File: config.mk
export PLATFORM = sky130hd
export DESIGN_NAME = rv_plic_gateway_ctrl
export DESIGN_NICKNAME = d
export VERILOG_FILES = /design/src/rtl/rv_plic_gateway_ctrl.sv
export SDC_FILE = /design/constraint.sdc
export NUM_CORES = 1
export LEC_CHECK = 0
export ABC_AREA = 1
export BUFFER_PORTS_ARGS = -buffer_cell sky130_fd_sc_hd__buf_2
export CELL_PAD_IN_SITES_DETAIL_PLACEMENT = 0
export CELL_PAD_IN_SITES_GLOBAL_PLACEMENT = 1
export CORE_ASPECT_RATIO = 1.75
export CORE_UTILIZATION = 46
export CTS_CLUSTER_DIAMETER = 60
export DETAILED_ROUTE_END_ITERATION = 10
export PLACE_DENSITY_LB_ADDON = 0.1
export SLEW_MARGIN = 25
export SYNTH_ARGS = -nofsm -noshare
export SYNTH_HDL_FRONTEND = slang
export SYNTH_SLANG_ARGS = --single-unit
File: constraint.sdc
create_clock -name clk_i -period 3 [get_ports clk_i]
set_input_delay 0.15 -clock clk_i [delete_from_list [all_inputs] [get_ports clk_i]]
set_output_delay 0.15 -clock clk_i [all_outputs]
set_load 0.005 [all_outputs]
File: src/rtl/rv_plic_gateway_ctrl.sv
// PLIC interrupt gateway: turns raw level/edge sources into the pending vector
// for the target arbiter and enforces one outstanding request per source via
// the claim/complete handshake. Edge bursts are queued in a saturating counter.

// Per-source gateway slice: FSM, registered source copy, queued-edge counter.
module rv_plic_gateway_src #(
  parameter int EDGE_CNT_W = 2
) (
  input  logic clk_i,
  input  logic rst_i,
  input  logic src_i,
  input  logic le_i,
  input  logic claim_i,
  input  logic complete_i,
  output logic ip_o,
  output logic ovf_o
);

  typedef enum logic [1:0] {
    IDLE    = 2'd0,
    PEND    = 2'd1,
    CLAIMED = 2'd2
  } state_e;

  localparam logic [EDGE_CNT_W-1:0] CNT_MAX = '1;
  localparam logic [EDGE_CNT_W-1:0] CNT_ONE = EDGE_CNT_W'(1);

  state_e                  state_q, state_d;
  logic [EDGE_CNT_W-1:0]   cnt_q, cnt_d;
  logic                    src_q;
  logic                    ovf_q, ovf_d;
  logic                    evt;
  logic                    busy;

  // Edge mode fires on a rising edge; level mode fires whenever the line is high.
  // src_q resets low, so a line already high at reset release counts as an edge.
  assign evt  = le_i ? (src_i & ~src_q) : src_i;
  assign busy = (state_q == PEND) || (state_q == CLAIMED);

  // State, counter, source copy and overflow pulse registers.
  always_ff @(posedge clk_i) begin
    if (rst_i) begin
      state_q <= IDLE;
      cnt_q   <= '0;
      src_q   <= 1'b0;
      ovf_q   <= 1'b0;
    end else begin
      state_q <= state_d;
      cnt_q   <= cnt_d;
      src_q   <= src_i;
      ovf_q   <= ovf_d;
    end
  end

  // Next-state logic: handshake transitions plus edge queuing on the side.
  always_comb begin
    state_d = state_q;
    cnt_d   = cnt_q;
    ovf_d   = 1'b0;

    case (state_q)
      IDLE: begin
        // A fresh event takes priority over the queue so nothing is lost.
        if (evt) begin
          state_d = PEND;
        end else if (le_i && (cnt_q != '0)) begin
          state_d = PEND;
          cnt_d   = cnt_q - CNT_ONE;
        end
      end
      PEND: begin
        // complete in PEND is ignored; a level request stays latched until claimed.
        if (claim_i) state_d = CLAIMED;
      end
      CLAIMED: begin
        // claim in CLAIMED is ignored.
        if (complete_i) state_d = IDLE;
      end
      default: state_d = IDLE;
    endcase

    // Edges arriving while a request is outstanding are queued, including the
    // cycle a complete moves us back to IDLE; a full queue drops and flags it.
    if (le_i && evt && busy) begin
      if (cnt_q == CNT_MAX) ovf_d = 1'b1;
      else                  cnt_d = cnt_q + CNT_ONE;
    end

    // Level-mode sources never carry queued edges.
    if (!le_i) cnt_d = '0;
  end

  // Pending is a pure decode of registered state.
  assign ip_o  = (state_q == PEND);
  assign ovf_o = ovf_q;

endmodule

module rv_plic_gateway_ctrl #(
  parameter int N_SOURCE   = 32,
  parameter int EDGE_CNT_W = 2
) (
  input  logic                clk_i,
  input  logic                rst_i,
  input  logic [N_SOURCE-1:0] src_i,
  input  logic [N_SOURCE-1:0] le_i,
  input  logic [N_SOURCE-1:0] claim_i,
  input  logic [N_SOURCE-1:0] complete_i,
  output logic [N_SOURCE-1:0] ip_o,
  output logic [N_SOURCE-1:0] ovf_o
);

  // Sources are fully independent: one slice per source, no cross-source logic.
  for (genvar i = 0; i < N_SOURCE; i++) begin : g_src
    rv_plic_gateway_src #(
      .EDGE_CNT_W (EDGE_CNT_W)
    ) u_src (
      .clk_i      (clk_i),
      .rst_i      (rst_i),
      .src_i      (src_i[i]),
      .le_i       (le_i[i]),
      .claim_i    (claim_i[i]),
      .complete_i (complete_i[i]),
      .ip_o       (ip_o[i]),
      .ovf_o      (ovf_o[i])
    );
  end

endmodule

; ---- Yosys cells after proc, flatten, opt, wreduce, memory -nomap -nowiden
; Index checks and enable logic that the tools add are counted.
[classes]
muxes = 384
add_sub_neg = 64
reduce_logical = 288
eq_ne = 192
n_bitwise = 128
[ops]
columns = cell, n
row1 = 2-bit 2-to-1 mux, 288
row2 = 2-bit one-hot mux with 3 select lines, 32
row3 = "2-bit equality test, second input constant", 64
row4 = "2-bit != test, second input constant", 64
row5 = 2-bit OR reduction, 64
row6 = 1-bit logical AND, 96
row7 = "3-bit by 1-bit != test with 1-bit output, second input constant", 32
row8 = 1-bit NOT, 96
row9 = 3-bit AND reduction, 32
row10 = "2-bit by 1-bit adder with 2-bit output, second input constant", 32
row11 = "2-bit by 1-bit equality test with 1-bit output, second input constant", 32
row12 = 2-bit zero test, 32
row13 = 1-bit 2-to-1 mux, 64
row14 = 2-bit nonzero test, 32
row15 = "2-bit by 1-bit subtractor with 2-bit output, second input constant", 32
row16 = 1-bit AND, 32
row17 = 1-bit logical OR, 32
[word_totals]
elab_cells = 1184
reg_bits = 192

; ---- Depth between registers and ports, before layout
; Gate-level depths: netlist (run 1).
[logic_depth]
word_depth = 7
ltp_mapped = 9

; ---- Hierarchy
; From an unflattened synthesis (run 1), not the netlist that was laid out.
[unflattened]
hier_cells = 1952
hier_area_um2 = 14293.7
[modules_own_cells]
columns = module, cells_per_inst, instances, area_per_inst_um2, seq_area_each_um2
row1 = rv_plic_gateway_src, 61, 32, 446.7, 120.1

; ---- Worst setup path after synthesis (run 1)
; Ideal clock, no wire load.
[synth_path]
path_type = flip-flop to flip-flop
start = reg g_src[18].u_src.state_q[0]
end = reg with a tool-made name
setup_slack_ps = 1825
stages_incl_launch_ff = 7
setup_ps = 109
arrival_time_ps = 1066
cell_sequence = dfxtp_1 inv_1 ha_1 nand3_1 o21a_1 nand2_1 inv_1
[synth_rtl]
columns = element, line_no
row1 = "start, declared", 28  ; state_e state_q, state_d;
row2 = "start signal, assigned", 48  ; state_q <= state_d;

; ---- Worst setup path after layout (run 1)
[layout_path]
start = reg g_src[10].u_src.state_q[1]
end = out ip_o[10]
[layout_via]
elab_chain_len = 1
[layout_lines]
columns = element, line_no
row1 = "start, declared", 28
row2 = "start signal, assigned", 48
row3 = 2-bit by 1-bit equality test with 1-bit output, 94  ; assign ip_o = (state_q == PEND);
row4 = "end, declared", 109  ; output logic [N_SOURCE-1:0] ip_o,
; No other way between the ends.

==> metrics.md, run 1 <==
| Metric | Value |
|---|---|
| Outcome | finished clean |
| Ys flop type | dfxtp_1 |
| Hold Path End | g_src[2].u_src.cnt_q[0] |
| Area grow syn2layout | 12.6% |
| Post-DP HPWL | 22,700 um |
| Final Net Count | 2,574 |
| Post-synth ARST share | 0 |
| Seq/Total Area, Yosys | 0.264 |
| Longest Clk Path Bufs | 2 |
| # fillers | 3,162 |
| Root buf cell | clkbuf_16 |
| Synth cell count leaders | inv_1, nand2_1, nor2_1 |
| Synth warn | 0 |
| Setup bufs post-CTS | 0 |
| Post-Layout Inst Area | 16,400 um^2 |
| Htree depth | 4 |
| Syn Area/Cell | 7.19 um^2 |
| First-pass GRT wire length | 48,300 um |
| Reg2reg setup slack | 1670 ps |
| Most frequent cell after synthesis | inv_1 |
| Setup TNS | 0 ps |
| Crit path required time | 2850 ps |
| Routed Antenna Nets | 0 |
| IO Port Bufs | 193 |
| Post-route minimum period | 1450 ps |
| Inst Count DP | 2,528 |
| First-pass DRT Iterations | 4 |
| Initial antenna violation count | 2 |
| Die Wd | 136 um |
| Final Non-Filler Cells | 2,592 |
| Post-CTS Resized | 0 |
| Final count of pins violating max slew | 0 |
| DR DRC count | 0 |
| Worst Hold Class | in -> reg |
| Slew Limit Headroom | 0.415 |
| Gr ovfl total | 0 |
| Yosys top cell area share | 0.264 |
| Row count | 85 |
| Hold Crit Depth | 5 |
| Post-synth EDFFs | 0 |
| Cells after Synth | 2,022 |
| First DRT Iteration DRCs | 227 |
| WL/cell | 11.0 um |
| Critical path arrival | 1300 ps |
| Vias in the first global route | 11.5k |
| Fin crit share | 0.483 |
| WHS | 34.8 ps |
| Fmax | 691 MHz |
| RSZ-0062 raised after global routing | no |
| Routability Congestion | 0.823 |
| Number of distinct library cells after synthesis | 21 |
| Worst reg-to-reg path cell count | 6 |
| Worst-margin pin slew | 877 ps |
| Core area | 30,900 um^2 |
| Worst hold start | le_i[2] |
| Pwr Total | 9.95 mW |
| Routed vias/inst | 4.57 |
| Crit path launch type | flop |
| Setup crit end kind | output port |
| Post-Syn Area | 14,500 um^2 |
| Peak VDD IR | 448 uV |
| Post-Syn Nets | 2,408 |
| Pwr per Cell Area | 608 nW/um^2 |
| Via count | 11.8k |
| # setup viols final | 0 |
| #FFs+latches synth | 192 |
| Die area | 32,400 um^2 |
| Crit Path Max Fanout | 5 |
| Clock Skews | 10.6 ps |
| IO Pins | 194 |
| CTS clk-pin slew, worst paths | 70 ps |
| Yosys top cell by area | dfxtp_1 |
| Routed WL | 28,600 um |
| Clk Latency, worst-skew pair | 460 ps |
| CTS tree | built |
| Share of post-route cells with drive strength above 1 | 0.209 |
| Total CTS buffers | 17 |
| Vert. Die Dim | 237 um |
| Pin count of the biggest net entering global routing | 55 |
| Synth top area cells | dfxtp_1, ha_1, inv_1 |
| Starting density of the core | 0.470 |
| Total GRT Usage | 0.184 |
| Leakage | 8.86 nW |
| Clock sink count | 192 |
| Reg-to-reg critical path startpoint | g_src[4].u_src.state_q[0] |
| Placed cell areas | 15,400 um^2 |
| Max Cap Viol | 0 |
| Crit Path Class | reg -> out |
| Final Hold Viols | 0 |
==> cell type report <==
cell class                      instances  area, um^2  share of cell area
Multi-Input combinational cell       1320        8470               0.518
Clock inverter                         12         184              0.0112
Sequential cell                       192        3840               0.235
Tap cell                              391         489              0.0299
Inverter                              429        1610              0.0984
Timing Repair Buffer                  228        1320              0.0809
Clock buffer                           19         443              0.0271
Antenna cell                            1        2.50            0.000153
==> per-layer routing <==
metal  global-route usage  vias to the layer above  routed length (um)
met4               0.0714                        4                 675
li1                     -                     6397                   -
met1                0.177                     5237               11200
met2                0.369                      161               15700
met5                    0                        -                  27
met3               0.0363                       44                 986
==> worst max-delay path, stage by stage, from the launching register on <==
cell and delay, ps:
dfxtp_1 320, inv_1 140, ha_1 240, buf_2 140
==> cells by family (layout without fill, tap and decap cells) <==
| family | count (synthesis) | count (layout) | synth area share |
|---|---|---|---|
| other | 0 | 1 | 0 |
| DFF | 192 | 192 | 0.264 |
| adders and majority gates | 256 | 256 | 0.220 |
| AOI/OAI and AO/OA | 94 | 94 | 0.0375 |
| buffers and inverters | 510 | 688 | 0.153 |
| and+or+nand+nor | 970 | 970 | 0.325 |
==> what timing repair did <==
action	in CTS	in global routing
endpoints found under the hold margin	32	0
endpoints found under the setup margin	0	0
hold buffers	32	0
==> report_power, final <==
group / leakage [nW] / internal [mW] / switching, mW
clock: 0.288 / 1.42 / 1.06
combinational: 7.00 / 1.64 / 2.58
sequential: 1.57 / 2.97 / 0.287
==> layout by cell type (no fill, tap or decap), drive strengths merged, types with 19 or more instances in the layout <==
master       instances
inv                430
nor3                32
ha                 256
o21a                29
dfxtp              192
buf                196
clkbuf              19
dlygate4sd3         32
a21oi               32
nand2              396
nand3              194
nor2               317
o21ai               32
nand4               31
==> how the worst max path moves through the flow <==
stage | startpoint | endpoint | slack (ps)
after floorplan | g_src[18].u_src.state_q[0] | flop | 1830
after global placement | rst_i | flop | 1530
after detailed placement | rst_i | flop | 1560
after CTS | g_src[10].u_src.state_q[1] | ip_o[10] | 1500
after global routing | g_src[10].u_src.state_q[1] | ip_o[10] | 1470
final | g_src[10].u_src.state_q[1] | ip_o[10] | 1550
==> per-stage QoR <==
| step | worst slack [ps] | util |
|---|---|---|
| floorplan | 1830 | - |
| CTS | 1500 | 0.529 |
| detailed placement | 1560 | 0.498 |
| global placement | 1530 | 0.498 |
| finish | 1550 | 0.529 |
| global route | 1470 | 0.529 |
Note: power is estimated with default switching activity, not from simulation.
==> run 2: changes to the inputs <==
--- a/config.mk
+++ b/config.mk
@@ -10,7 +10,7 @@
 export CELL_PAD_IN_SITES_DETAIL_PLACEMENT = 0
 export CELL_PAD_IN_SITES_GLOBAL_PLACEMENT = 1
 export CORE_ASPECT_RATIO = 1.75
-export CORE_UTILIZATION = 46
+export CORE_UTILIZATION = 43
 export CTS_CLUSTER_DIAMETER = 60
 export DETAILED_ROUTE_END_ITERATION = 10
 export PLACE_DENSITY_LB_ADDON = 0.1
==> constraint.sdc (replaced) <==
create_clock -name clk_i -period 1.4 [get_ports clk_i]
set_input_delay 0.07 -clock clk_i [delete_from_list [all_inputs] [get_ports clk_i]]
set_output_delay 0.07 -clock clk_i [all_outputs]
set_load 0.005 [all_outputs]
==> metrics.md, run 2 (synthesized netlist as in run 1, its figures left out) <==
| Metric | Value |
|---|---|
| Power share of the sequential group | 0.331 (was 0.327) |
| IO Pins | 194 (unchanged) |
| Leakage | 9.02 nW (was 8.86 nW) |
| CTS tree | built (unchanged) |
| Total GRT Usage | 0.180 (was 0.184) |
| Post-DP HPWL | 23,400 um (was 22,700 um) |
| Row count | 88 (was 85) |
| # fillers | 3,410 (was 3,162) |
| Crit Path Max Fanout | 4 (was 5) |
| Setup TNS | 0 ps (unchanged) |
| Fmax | 758 MHz |
| Worst Hold Class | in -> reg (unchanged) |
| Setup crit end kind | flop (was output port) |
| DR DRC count | 0 (unchanged) |
| IO Port Bufs | 193 (unchanged) |
| Routed vias/inst | 4.48 (was 4.57) |
| Final count of pins violating max slew | 0 (unchanged) |
| Power share of the combinational group | 0.437 (was 0.424) |
| Root buf cell | clkbuf_16 (unchanged) |
| Max Cap Viol | 0 (unchanged) |
| Fin crit share | 0.942 |
| CTS clk-pin slew, worst paths | 70 ps (about the same) |
| Outcome | finished clean (unchanged) |
| Fin util | 0.509 (was 0.529) |
| RSZ-0062 raised after global routing | no (unchanged) |
| Peak VDD IR | 895 uV (was 448 uV) |
| Crit path required time | 1750 ps (was 2850 ps) |
| Die area | 34,600 um^2 (was 32,400 um^2) |
| Internal Pwr Total | 12.7 mW (was 6.03 mW) |
| Core area | 33,100 um^2 (was 30,900 um^2) |
| Slew Limit Headroom | 0.788 (was 0.415) |
| # setup viols final | 0 (unchanged) |
| Share of post-route cells with drive strength above 1 | 0.221 (was 0.209) |
| Pin count of the biggest net entering global routing | 43 (was 55) |
| Vert. Die Dim | 245 um (was 237 um) |
| Routed WL | 29,500 um (was 28,600 um) |
| Clock Skews | 9.96 ps (was 10.6 ps) |
| Setup bufs post-CTS | 0 (unchanged) |
| Commonest non-fill, non-tap cell in the layout | inv_1 (unchanged) |
| First DRT Iteration DRCs | 287 (was 227) |
| Total CTS buffers | 17 (unchanged) |
| Crit Path Class | reg -> reg (was reg -> out) |
| Setup ws final | 81.1 ps (was 1550 ps) |
| Routability Congestion | 0.805 (was 0.823) |
| Most frequent cells in the layout | inv_1, nand2_1, nor2_1, ha_1, buf_2 (was inv_1, nand2_1, nor2_1, ha_1) |
| Area grow syn2layout | 15.9% (was 12.6%) |
| Routed Antenna Nets | 0 (unchanged) |
| Clk Latency, worst-skew pair | 450 ps (was 460 ps) |
| First-pass DRT Iterations | 4 (unchanged) |
| Diode count | 0 (was 1) |
| Longest Clk Path Bufs | 2 (unchanged) |
| Post-route minimum period | 1320 ps |
| Htree depth | 4 (unchanged) |
| Vias in the first global route | 12.1k (was 11.5k) |
| Via count | 12.0k (was 11.8k) |
| Final Hold Viols | 0 (unchanged) |
| Place WS | 35.0 ps (was 1560 ps) |
| Pwr per Cell Area | 1260 nW/um^2 (was 608 nW/um^2) |
| First-pass GRT wire length | 50,700 um (was 48,300 um) |
| NetSw | 8.47 mW (was 3.92 mW) |
| Critical path arrival | 1660 ps (was 1300 ps) |
| Initial antenna violation count | 0 (was 2) |
| WL/cell | 11.0 um (about the same) |
| Clock power share | 0.232 (was 0.249) |
| Worst-margin pin slew | 318 ps (was 877 ps) |
| Final Net Count | 2,613 (was 2,574) |
| Die Wd | 141 um (was 136 um) |
| Clock sink count | 192 (unchanged) |
| Sw frac | 0.400 (was 0.394) |
| Crit path launch type | flop (unchanged) |
| Gr ovfl total | 0 (unchanged) |
| Starting density of the core | 0.439 (was 0.470) |
[run 2: final timing paths]
check,startpoint,endpoint,slack (ps),cells past startpoint
worst max-delay path,g_src[10].u_src.state_q[0],flop,80,6
worst max register to register,g_src[10].u_src.state_q[0],flop,80,6
worst min-delay path,complete_i[16],g_src[16].u_src.state_q[0],50,6
worst min register to register,g_src[13].u_src.src_q,g_src[13].u_src.ovf_o,550,3
[run 2: power by group through the flow]
stage	Sequential (mW)	Combinational, mW	Clock, mW
after global placement	7.07	9.05	0
after detailed placement	7.11	9.16	0
after global routing	7.14	10.9	5.33
after floorplan	6.95	7.49	0
final	7.01	9.25	4.92
after CTS	6.98	9.36	5.15
[run 2: area by class of cell]
| type | count | area, um^2 | area share |
|---|---|---|---|
| clock inverters | 12 | 135 | 0.00801 |
| inverters | 429 | 1610 | 0.0956 |
| repair buffers | 267 | 1740 | 0.103 |
| flip-flops and latches | 192 | 3860 | 0.229 |
| multi-input cells | 1320 | 8520 | 0.505 |
| clock buffers | 18 | 439 | 0.0260 |
| well taps | 450 | 563 | 0.0334 |
[run 2: timing repair]
| action | in CTS | in global routing |
|---|---|---|
| hold endpoints to repair | 92 | 0 |
| hold buffers | 67 | 0 |
| endpoints found under the setup margin | 0 | 31 |
| gates resized for setup | 0 | 31 |
[run 2: stage by stage]
step	power [mW]	area (um^2)	instances	hold WS [ps]
6_report	21.2	16900	2688	52.7
5_1_grt	23.3	16900	2688	82.8
4_1_cts	21.5	16800	2688	37.1
3_5_place_dp	16.3	15600	2591	318
3_3_place_gp	16.1	15600	2591	314
2_1_floorplan	14.4	14500	2022	177
[run 2: worst max-delay path, cell delays in order (launching register included)]
cell     delay, ps
dfxtp_2        350
inv_1           90
ha_1           310
nand3_1        150
o21a_1         220
nand2_1         60
inv_1           40
[run 2: routing by layer]
metal	share of wire	wire length, um	vias up	global-route usage
met5	0	0	-	0
met2	0.56	16500	150	0.370
li1	-	-	6467	-
met4	0.026	758	0	0.0818
met1	0.39	11500	5372	0.170
met3	0.024	716	45	0.0249
